File: config.mk
export PLATFORM = sky130hd
export DESIGN_NAME = adc_sample_sequencer
export DESIGN_NICKNAME = d
export VERILOG_FILES = /design/src/rtl/adc_sample_sequencer.sv
export SDC_FILE = /design/constraint.sdc
export NUM_CORES = 1
export LEC_CHECK = 0
export CORE_MARGIN = 8
export CORE_UTILIZATION = 35
export CTS_BUF_LIST = sky130_fd_sc_hd__clkbuf_8
export DETAILED_ROUTE_END_ITERATION = 10
export GPL_TIMING_DRIVEN = 0
export PLACE_DENSITY = 0.66
export SKIP_LAST_GASP = 1
export SYNTH_ARGS = -nofsm -noshare
export SYNTH_HDL_FRONTEND = slang
export SYNTH_SLANG_ARGS = --single-unit
File: constraint.sdc
create_clock -name i_clk -period 2.1 [get_ports i_clk]
set_clock_uncertainty 0.2 [all_clocks]
set_input_delay 0.63 -clock i_clk [delete_from_list [all_inputs] [get_ports i_clk]]
set_output_delay 0.63 -clock i_clk [all_outputs]
set_load 0.1 [all_outputs]
File: src/rtl/adc_sample_sequencer.sv
// adc_sample_sequencer: paces XADC conversions at SAMPLE_HZ and forwards one sample per tick.
// Optional ADC_AVG_EN: four back-to-back conversions per tick, averaged into one sample.
module adc_sample_sequencer #(
  parameter int unsigned CLK_HZ      = 100_000_000,
  parameter int unsigned SAMPLE_HZ   = 360,
  parameter int unsigned DATA_W      = 11,
  parameter int unsigned CONVST_CYC  = 4,
  parameter int unsigned TIMEOUT_CYC = 4096
) (
  input  logic              i_clk,
  input  logic              i_rst,
  input  logic              i_en,
  input  logic              i_clr_err,
  input  logic [DATA_W-1:0] i_adc_data,
  input  logic              i_adc_data_rdy,
  input  logic              i_adc_busy,
  output logic              o_adc_convst,
  output logic              o_adc_en,
  output logic [DATA_W-1:0] o_sample,
  output logic              o_sample_vld,
  output logic              o_overrun,
  output logic              o_timeout
);

  localparam int unsigned PERIOD = CLK_HZ / SAMPLE_HZ;
  localparam int unsigned TickW  = $clog2(PERIOD);
  localparam int unsigned CvW    = (CONVST_CYC > 1) ? $clog2(CONVST_CYC) : 1;
  localparam int unsigned ToW    = (TIMEOUT_CYC > 1) ? $clog2(TIMEOUT_CYC) : 1;

  typedef enum logic [2:0] {
    StIdle,
    StWaitTick,
    StConvst,
    StWaitBusy,
    StWaitData
  } state_e;

  state_e            state_q, state_d;
  logic [TickW-1:0]  tick_cnt_q, tick_cnt_d;
  logic [CvW-1:0]    cv_cnt_q, cv_cnt_d;
  logic [ToW-1:0]    to_cnt_q, to_cnt_d;
  logic              convst_q, adc_en_q;
  logic              vld_q, vld_d;
  logic              overrun_q, overrun_d;
  logic              timeout_q, timeout_d;
  logic [DATA_W-1:0] sample_q, sample_d;

  logic              tick, cv_done, to_expire, handshake;
  logic              overrun_set, timeout_set, last_conv;
  logic [DATA_W-1:0] conv_sample;

  assign tick      = i_en && (tick_cnt_q == TickW'(PERIOD - 1));
  assign cv_done   = (cv_cnt_q == CvW'(CONVST_CYC - 1));
  assign to_expire = (to_cnt_q == ToW'(TIMEOUT_CYC - 1));
  assign handshake = (state_q == StWaitData) && adc_en_q && i_adc_data_rdy;

  always_comb begin
    tick_cnt_d = tick_cnt_q + TickW'(1);
    if (!i_en || tick) tick_cnt_d = '0;
  end

  // Both counters idle at zero outside their states, so entry always starts a fresh count.
  always_comb begin
    cv_cnt_d = '0;
    to_cnt_d = '0;
    if (state_q == StConvst) cv_cnt_d = cv_cnt_q + CvW'(1);
    if (state_q == StWaitBusy || state_q == StWaitData) to_cnt_d = to_cnt_q + ToW'(1);
  end

`ifdef ADC_AVG_EN
  logic [DATA_W+1:0] acc_q, acc_d, acc_sum;
  logic [1:0]        conv_idx_q, conv_idx_d;

  assign acc_sum     = acc_q + {2'b00, i_adc_data};
  assign last_conv   = (conv_idx_q == 2'd3);
  assign conv_sample = acc_sum[DATA_W+1:2];

  always_comb begin
    acc_d      = acc_q;
    conv_idx_d = conv_idx_q;
    if (state_q == StWaitTick) begin
      acc_d      = '0;
      conv_idx_d = '0;
    end else if (handshake) begin
      acc_d      = acc_sum;
      conv_idx_d = conv_idx_q + 2'd1;
    end
  end

  always_ff @(posedge i_clk) begin
    if (i_rst) begin
      acc_q      <= '0;
      conv_idx_q <= '0;
    end else begin
      acc_q      <= acc_d;
      conv_idx_q <= conv_idx_d;
    end
  end
`else
  assign last_conv   = 1'b1;
  assign conv_sample = i_adc_data;
`endif

  always_comb begin
    state_d     = state_q;
    sample_d    = sample_q;
    vld_d       = 1'b0;
    overrun_set = 1'b0;
    timeout_set = 1'b0;
    if (!i_en) begin
      state_d = StIdle;
    end else begin
      overrun_set = tick && (state_q != StWaitTick);
      unique case (state_q)
        StIdle:     state_d = StWaitTick;
        StWaitTick: if (tick) state_d = StConvst;
        StConvst:   if (cv_done) state_d = StWaitBusy;
        StWaitBusy: begin
          if (to_expire) begin
            state_d     = StWaitTick;
            timeout_set = 1'b1;
          end else if (i_adc_busy) begin
            state_d = StWaitData;
          end
        end
        StWaitData: begin
          // A word landing in the last allowed cycle still counts.
          if (handshake) begin
            if (last_conv) begin
              sample_d = conv_sample;
              vld_d    = 1'b1;
              state_d  = StWaitTick;
            end else begin
              state_d = StConvst;
            end
          end else if (to_expire) begin
            state_d     = StWaitTick;
            timeout_set = 1'b1;
          end
        end
        default:    state_d = StIdle;
      endcase
    end
    overrun_d = overrun_set | (overrun_q & ~i_clr_err);
    timeout_d = timeout_set | (timeout_q & ~i_clr_err);
  end

  // Handshake outputs are registered from the next state so they stay aligned with state_q.
  always_ff @(posedge i_clk) begin
    if (i_rst) begin
      state_q    <= StIdle;
      tick_cnt_q <= '0;
      cv_cnt_q   <= '0;
      to_cnt_q   <= '0;
      convst_q   <= 1'b0;
      adc_en_q   <= 1'b0;
      vld_q      <= 1'b0;
      sample_q   <= '0;
      overrun_q  <= 1'b0;
      timeout_q  <= 1'b0;
    end else begin
      state_q    <= state_d;
      tick_cnt_q <= tick_cnt_d;
      cv_cnt_q   <= cv_cnt_d;
      to_cnt_q   <= to_cnt_d;
      convst_q   <= (state_d == StConvst);
      adc_en_q   <= (state_d == StIdle) || (state_d == StWaitData);
      vld_q      <= vld_d;
      sample_q   <= sample_d;
      overrun_q  <= overrun_d;
      timeout_q  <= timeout_d;
    end
  end

  assign o_adc_convst = convst_q;
  assign o_adc_en     = adc_en_q;
  assign o_sample     = sample_q;
  assign o_sample_vld = vld_q;
  assign o_overrun    = overrun_q;
  assign o_timeout    = timeout_q;

endmodule
==> impl_metrics.yaml <==
power_and_ir_drop:
  p_sw_frac: 0.213
  p_leak_uw: 0.000984
  p_per_area_mw_per_mm2: 625
  p_int_uw: 1390
  switchingPower_uw: 375
  ir_drop_v: 0.000553
  report.power.total_uw: 1760
  p_comb_frac: 0.056
  p_clk_frac: 0.378
  seqPwrFrac: 0.565
sta:
  fin_crit_ns: 2.06
  fmax_mhz: 486
  period_share: 0.980
  grt_setup_unrepaired: "no"
  setup_slack_ns: 0.0418
  finalSetupViolations: 0
  drv_slew: 0
  timing.hold.ws_ns: 0.229
  hold_violations: 0
  slew_headroom: 0.630
  tightest_slew_ns: 0.558
layout:
  postLayoutCoreUtil: 0.446
  syn_to_final_growth_pct: 24.3
  final_layout_size_suffix_gt1_frac: 0.149
  final_cell_mix: "dfxtp_1, nor2_1, nand2_1"
  fin_nets: 315
  final_common_cell: "dfxtp_1"
  diodes: 0
die:
  num_rows: 29
  dieWidth_microns: 96.4
  core_area_sq_mm: 0.00631
  die_area_sq_mm: 0.00930
  ioPinCount: 33
  dieHeight_microns: 96.4
  start_util: 0.359
clock_network:
  clock_path_buffers: 2
  cts_root_buf: "clkbuf_8"
  clk_pin_slew_worst_paths_ns: 0.09
  cts_setup_buffers: 0
  cts-resized-gates: 51
  htreeDepth: 2
  clk_latency_ns: 0.30
  hold_buffers: 0
  cts_buffers: 5
  cts_tree: "done"
  cts.sinks: 52
synthesis:
  synth_top_family_by_area: "simple AND/OR/NAND/NOR gates"
  synth_simple_gate_area_share: 0.315
  synth.distinct_cells: 43
  synthMuxAreaShare: 0
  syn_inst: 255
  yosys_warnings: 0
  ys.flop_type: "dfxtp_1"
  yosysSeqAreaShare: 0.460
  synth_area_leader_cell: "dfxtp_1"
  synth_compound_area_frac: 0.0691
  syn_area_sq_mm: 0.00226
  synth_edf_count: 0
  syn-num-nets: 276
  synth.ff_latch_count: 52
  avgSynthCellArea_sq_um: 8.88
  synth_xor_area_frac: 0.104
  yosysTopAreaCellShare: 0.460
  yosys-top-cells-area: "dfxtp_1, nor2_1, xor2_1"
  synth_fa_ha_area_frac: 0.0221
  synthArstFlopShare: 0
global_route:
  grt_use_total: 0.102
  grt_pass1_wl_microns: 7580
  antenna_found_initial: 0
  grt_pass1_vias: 1691
  grt_overflow_total: 0
  grt_max_degree: 16
setup_path:
  cp-end-kind: "output pin"
  required_ns: 1.27
  path_class: "register to output pin"
  path_cells: "clkdlybuf4s18_2"
  worst_path_max_delay_cell: "clkdlybuf4s18_2"
  worst_ep_arrival_time_ns: 1.23
  startpoint_type: "register"
  max_stage_delay_ns: 0.56
  critPathBufInv: 1
  rrSetupSlack_ns: 0.19
  critical_path.top_delay_family: "buffers and inverters"
  path_max_fanout: 3
flow_run:
  maxCapViolations: 0
min_path:
  holdCritPathClass: "register to register"
place:
  gp_congestion: 0.827
  io_buffers: 32
  post-place-ws_ns: -0.410
  dpl.hpwl_microns: 3390
detailed_routing:
  vias: 1795
  drtIter0Drc: 74
  detail_route.wl_per_cell_microns: 12.2
  ant_nets: 0
  drcViolationCount: 0
  finalWirelength_microns: 4540
  viasPerCell: 4.83
  dr.pass1.iters: 4
outcome:
  status: "finished clean"
layer usage:
layer	global-route usage	routed length (microns)
met4	0.0340	57
met2	0.161	1980
met5	0	0
met3	0.0325	347
met1	0.128	2150
kinds of logic (layout without fill, tap and decap cells):
logic type	Yosys count	in the layout
adder cells (fa/ha/maj)	4	4
flip-flops	52	52
buffers and inverters	15	55
AO/OA/AOI/OAI	25	25
AND/OR/NAND/NOR	132	132
XOR/XNOR	27	27
power by group through the flow:
stage | combinational, uW | clock, uW | sequential [uW]
after floorplan | 38.3 | 0 | 1030
after global placement | 99.1 | 0 | 1020
after detailed placement | 99.4 | 0 | 1020
after CTS | 100 | 694 | 995
after global routing | 108 | 728 | 996
final | 99.2 | 666 | 995
layout make-up:
| class | instances | area [sq um] |
|---|---|---|
| clock buffer | 5 | 68.8 |
| tap | 77 | 96.3 |
| clock inverter | 3 | 38.8 |
| inverter | 6 | 22.5 |
| timing repair buffer | 32 | 335 |
| multi-input combinational | 188 | 1160 |
| fill | 638 | 3500 |
| buffer | 9 | 48.8 |
| sequential | 52 | 1040 |
final timing paths:
check	end	startpoint	cells after the start
setup / recovery	o_adc_en	o_adc_en	1
hold / removal	cv_cnt_q[0]	cv_cnt_q[0]	1
setup reg to reg	o_adc_en	to_cnt_q[0]	6
hold reg to reg	cv_cnt_q[0]	cv_cnt_q[0]	1
state kept, by name, summed over array words and instances (netlist names), 2 cells and up:
signal      cells
to_cnt_q       12
state_q         3
cv_cnt_q        2
tick_cnt_q     19
o_sample       11
Yosys cell counts, types with 2 or more instances:
library cell,instances
dfxtp_1,52
nor2_1,43
nand2_1,26
nand3_1,23
a21oi_1,16
xor2_1,14
xnor2_1,13
inv_1,6
clkbuf_1,5
nor3_1,5
nor4b_1,5
and2_1,4
and3_1,4
ha_1,4
buf_2,2
buf_4,2
nand2b_1,2
nand4_1,2
nor2b_1,2
nor4_1,2
through the flow:
step	setup TNS, ns	std cells	cell area (sq um)
2_1_floorplan	0	255	2260
3_3_place_gp	-14.03	364	2680
3_5_place_dp	-13.76	364	2680
4_1_cts	0	372	2810
5_1_grt	0	372	2820
6_report	0	372	2820
Note: power is estimated with default switching activity, not from simulation.
==> patch, RTL diff (config.mk and constraints unchanged) <==
The option `ADC_AVG_EN` is turned on by a define.
--- a/src/rtl/adc_sample_sequencer.sv
+++ b/src/rtl/adc_sample_sequencer.sv
@@ -1,4 +1,6 @@
 // adc_sample_sequencer: paces XADC conversions at SAMPLE_HZ and forwards one sample per tick.
 // Optional ADC_AVG_EN: four back-to-back conversions per tick, averaged into one sample.
+`define ADC_AVG_EN
+
 module adc_sample_sequencer #(
   parameter int unsigned CLK_HZ      = 100_000_000,
Behaviour: same outputs for any inputs over 10 cycles, from zero or initial values and one cycle with i_rst high; that may be too few to reach the edited logic, so the function may still have changed.
==> patch against the unedited design <==
- the run now ends with setup timing left
- synthesized area is 50% higher
- cell area is 58% higher
- final cell count is 61% higher
- sequential cell count is 15 higher
- routed wire length is 85% higher
- first-iteration DRC count is 66% higher
- die area is 41% higher
- total power is 46% higher
- worst setup slack worse by 0.21 ns
- largest power group unchanged
==> patch: results (changes against the unedited design) <==
| Metric | Value |
|---|---|
| Status | `finished with violations` |
| Failing checks | `setup timing` |
| I/O Buffers | `32 (unchanged)` |
| Initial DRC count | `123 (+66%)` |
| Regs by FF count | `tick_cnt_q (19), acc_q (13), to_cnt_q (12)` |
| Synthesized Nets | `430 (+56%)` |
| XOR/XNOR share of the synthesized area | `0.07496 (-0.02946)` |
| Clock slew at reported path FFs | `0.09 ns (about the same)` |
| Max rail drop VDD | `0.2241 mV (-59%)` |
| Distinct cells, synth | `54 (+26%)` |
| FFs w/ async S/R, synth | `0 (unchanged)` |
| Share of cells above drive strength 1 | `0.2559 (+0.1068)` |
| Net Sw Power | `657.7 uW (+75%)` |
| CP max-delay cell | `a2111o_1` |
| Top cells by count, synth | `dfxtp_1, nor2_1, nand2_1` |
| Setup TNS | `-0.8416 ns (-0.8416 ns)` |
| YS warnings | `0 (unchanged)` |
| Critical Path AT | `2.35 ns (+1.12 ns)` |
| CTS Buffer Depth | `2 (unchanged)` |
| Vias in the first global route | `3021 (+79%)` |
| # diodes | `0 (unchanged)` |
| CTS Buf Count | `9 (+4)` |
| Max Fanout on Critical Path | `4 (+1)` |
| First-pass GRT wire length | `14.36 mm (+89%)` |
| Leakage | `1.613 nW (+64%)` |
| Largest net degree at the start of global routing | `15 (-1)` |
| HP Class | `reg -> reg` |
| Seq/Total Area, Yosys | `0.3959 (-0.06380)` |
| Layout fillers | `942 (+48%)` |
| Initial antenna violation count | `0 (unchanged)` |
| Slew margin rel. | `0.6386 (+0.008894)` |
| Root buffer cell | `clkbuf_8` |
| Mux contribution to synthesized area | `0 (unchanged)` |
| Area share of fa/ha/maj cells after synthesis | `0.06499 (+0.04289)` |
| Final GP Congestion | `0.8054 (-2.6%)` |
| Synth area leaders | `dfxtp_1, ha_1, nor2_1` |
| H-tree levels | `3 (+1)` |
| Clock latency on the worst-skew pair | `0.35 ns (+0.05 ns)` |
| Setup ws final | `-0.1688 ns (-0.2106 ns)` |
| HPWL Detailed | `5.832 mm (+72%)` |
| Tot GR Track Use | `0.1355 (+0.03364)` |
| Synth Area in Compound Gates | `0.1680 (+0.09896)` |
| Cell class contributing the biggest share of worst-path delay | `compound AO/OA/AOI/OAI gates` |
| Final Net Count | `494 (+57%)` |
| Vias/cell | `5.127 (+6.3%)` |
| Number of setup violations in the final report | `8 (+8)` |
| Routed len/inst | `14.00 um (+15%)` |
| Delay of the slowest critical-path stage | `0.38 ns (-0.18 ns)` |
| Pre-antenna DRT Iters | `5 (+1)` |
## patch: cell types whose count changed after synthesis, sizes merged, moves of 6 or more
cell	change
dfxtp	+15
nand2	+15
a21oi	+18
ha	+12
o21ai	+10
nand4	+6
inv	+7
## patch: power groups by stage
| stage | Sequential [mW] | Clock (mW) | Combinational (mW) |
|---|---|---|---|
| 2_1_floorplan | 1.32 | 0 | 0.0803 |
| 5_1_grt | 1.28 | 1.22 | 0.190 |
| 4_1_cts | 1.28 | 1.16 | 0.169 |
| 3_5_place_dp | 1.31 | 0 | 0.153 |
| 6_report | 1.28 | 1.13 | 0.175 |
| 3_3_place_gp | 1.31 | 0 | 0.150 |
## patch: final timing paths
kind	cells after the start	to	slack [ns]	from
max	8	acc_q[12]	-0.17	acc_q[0]
min	1	cv_cnt_q[0]	0.24	cv_cnt_q[0]
max reg2reg	8	acc_q[12]	-0.17	acc_q[0]
min reg2reg	1	cv_cnt_q[0]	0.24	cv_cnt_q[0]
## patch: repair_timing
| action | in CTS | in global routing |
|---|---|---|
| setup buffers | 19 | 3 |
| pin swaps | 29 | 15 |
| setup endpoints to repair | 66 | 46 |
| gates resized for setup | 113 | 34 |
| gates cloned | 0 | 0 |
## patch: through the flow
step	power [mW]	worst slack [ns]	hold slack, ns	cell area [sq um]	cells
after floorplan	1.397	-0.3310	0.2072	3482	396
after global placement	1.458	-1.018	0.2189	3969	561
after detailed placement	1.461	-1.037	0.2293	3969	561
after CTS	2.605	-0.1949	0.2415	4452	596
after global routing	2.684	-0.2380	0.2607	4458	598
final	2.577	-0.1688	0.2393	4458	598
## patch: layer usage
layer | global-route usage | wire length (um) | vias up
met5 | 0 | 0 | -
met4 | 0.04703 | 119 | 0
met3 | 0.04114 | 406 | 12
met2 | 0.2309 | 4075 | 61
met1 | 0.1567 | 3770 | 1455
li1 | - | - | 1538
## patch: final cells by class
class	count	area [sq um]	share of cell area
Multi-Input combinational cell	303	2232	0.5007
Sequential cell	67	1346	0.3020
Timing Repair Buffer	54	397.9	0.08925
Tap cell	133	166.4	0.03733
Clock buffer	9	123.9	0.02779
Clock inverter	7	82.58	0.01852
Buffer	12	60.06	0.01347
Inverter	13	48.80	0.01095
## patch: logic make-up (layout without fill, tap and decap cells)
group | Yosys count | in the layout
fa+ha+maj | 17 | 17
buf+inv | 26 | 95
simple gates | 175 | 175
flops | 67 | 67
compound gates | 82 | 82
xor+xnor | 29 | 29
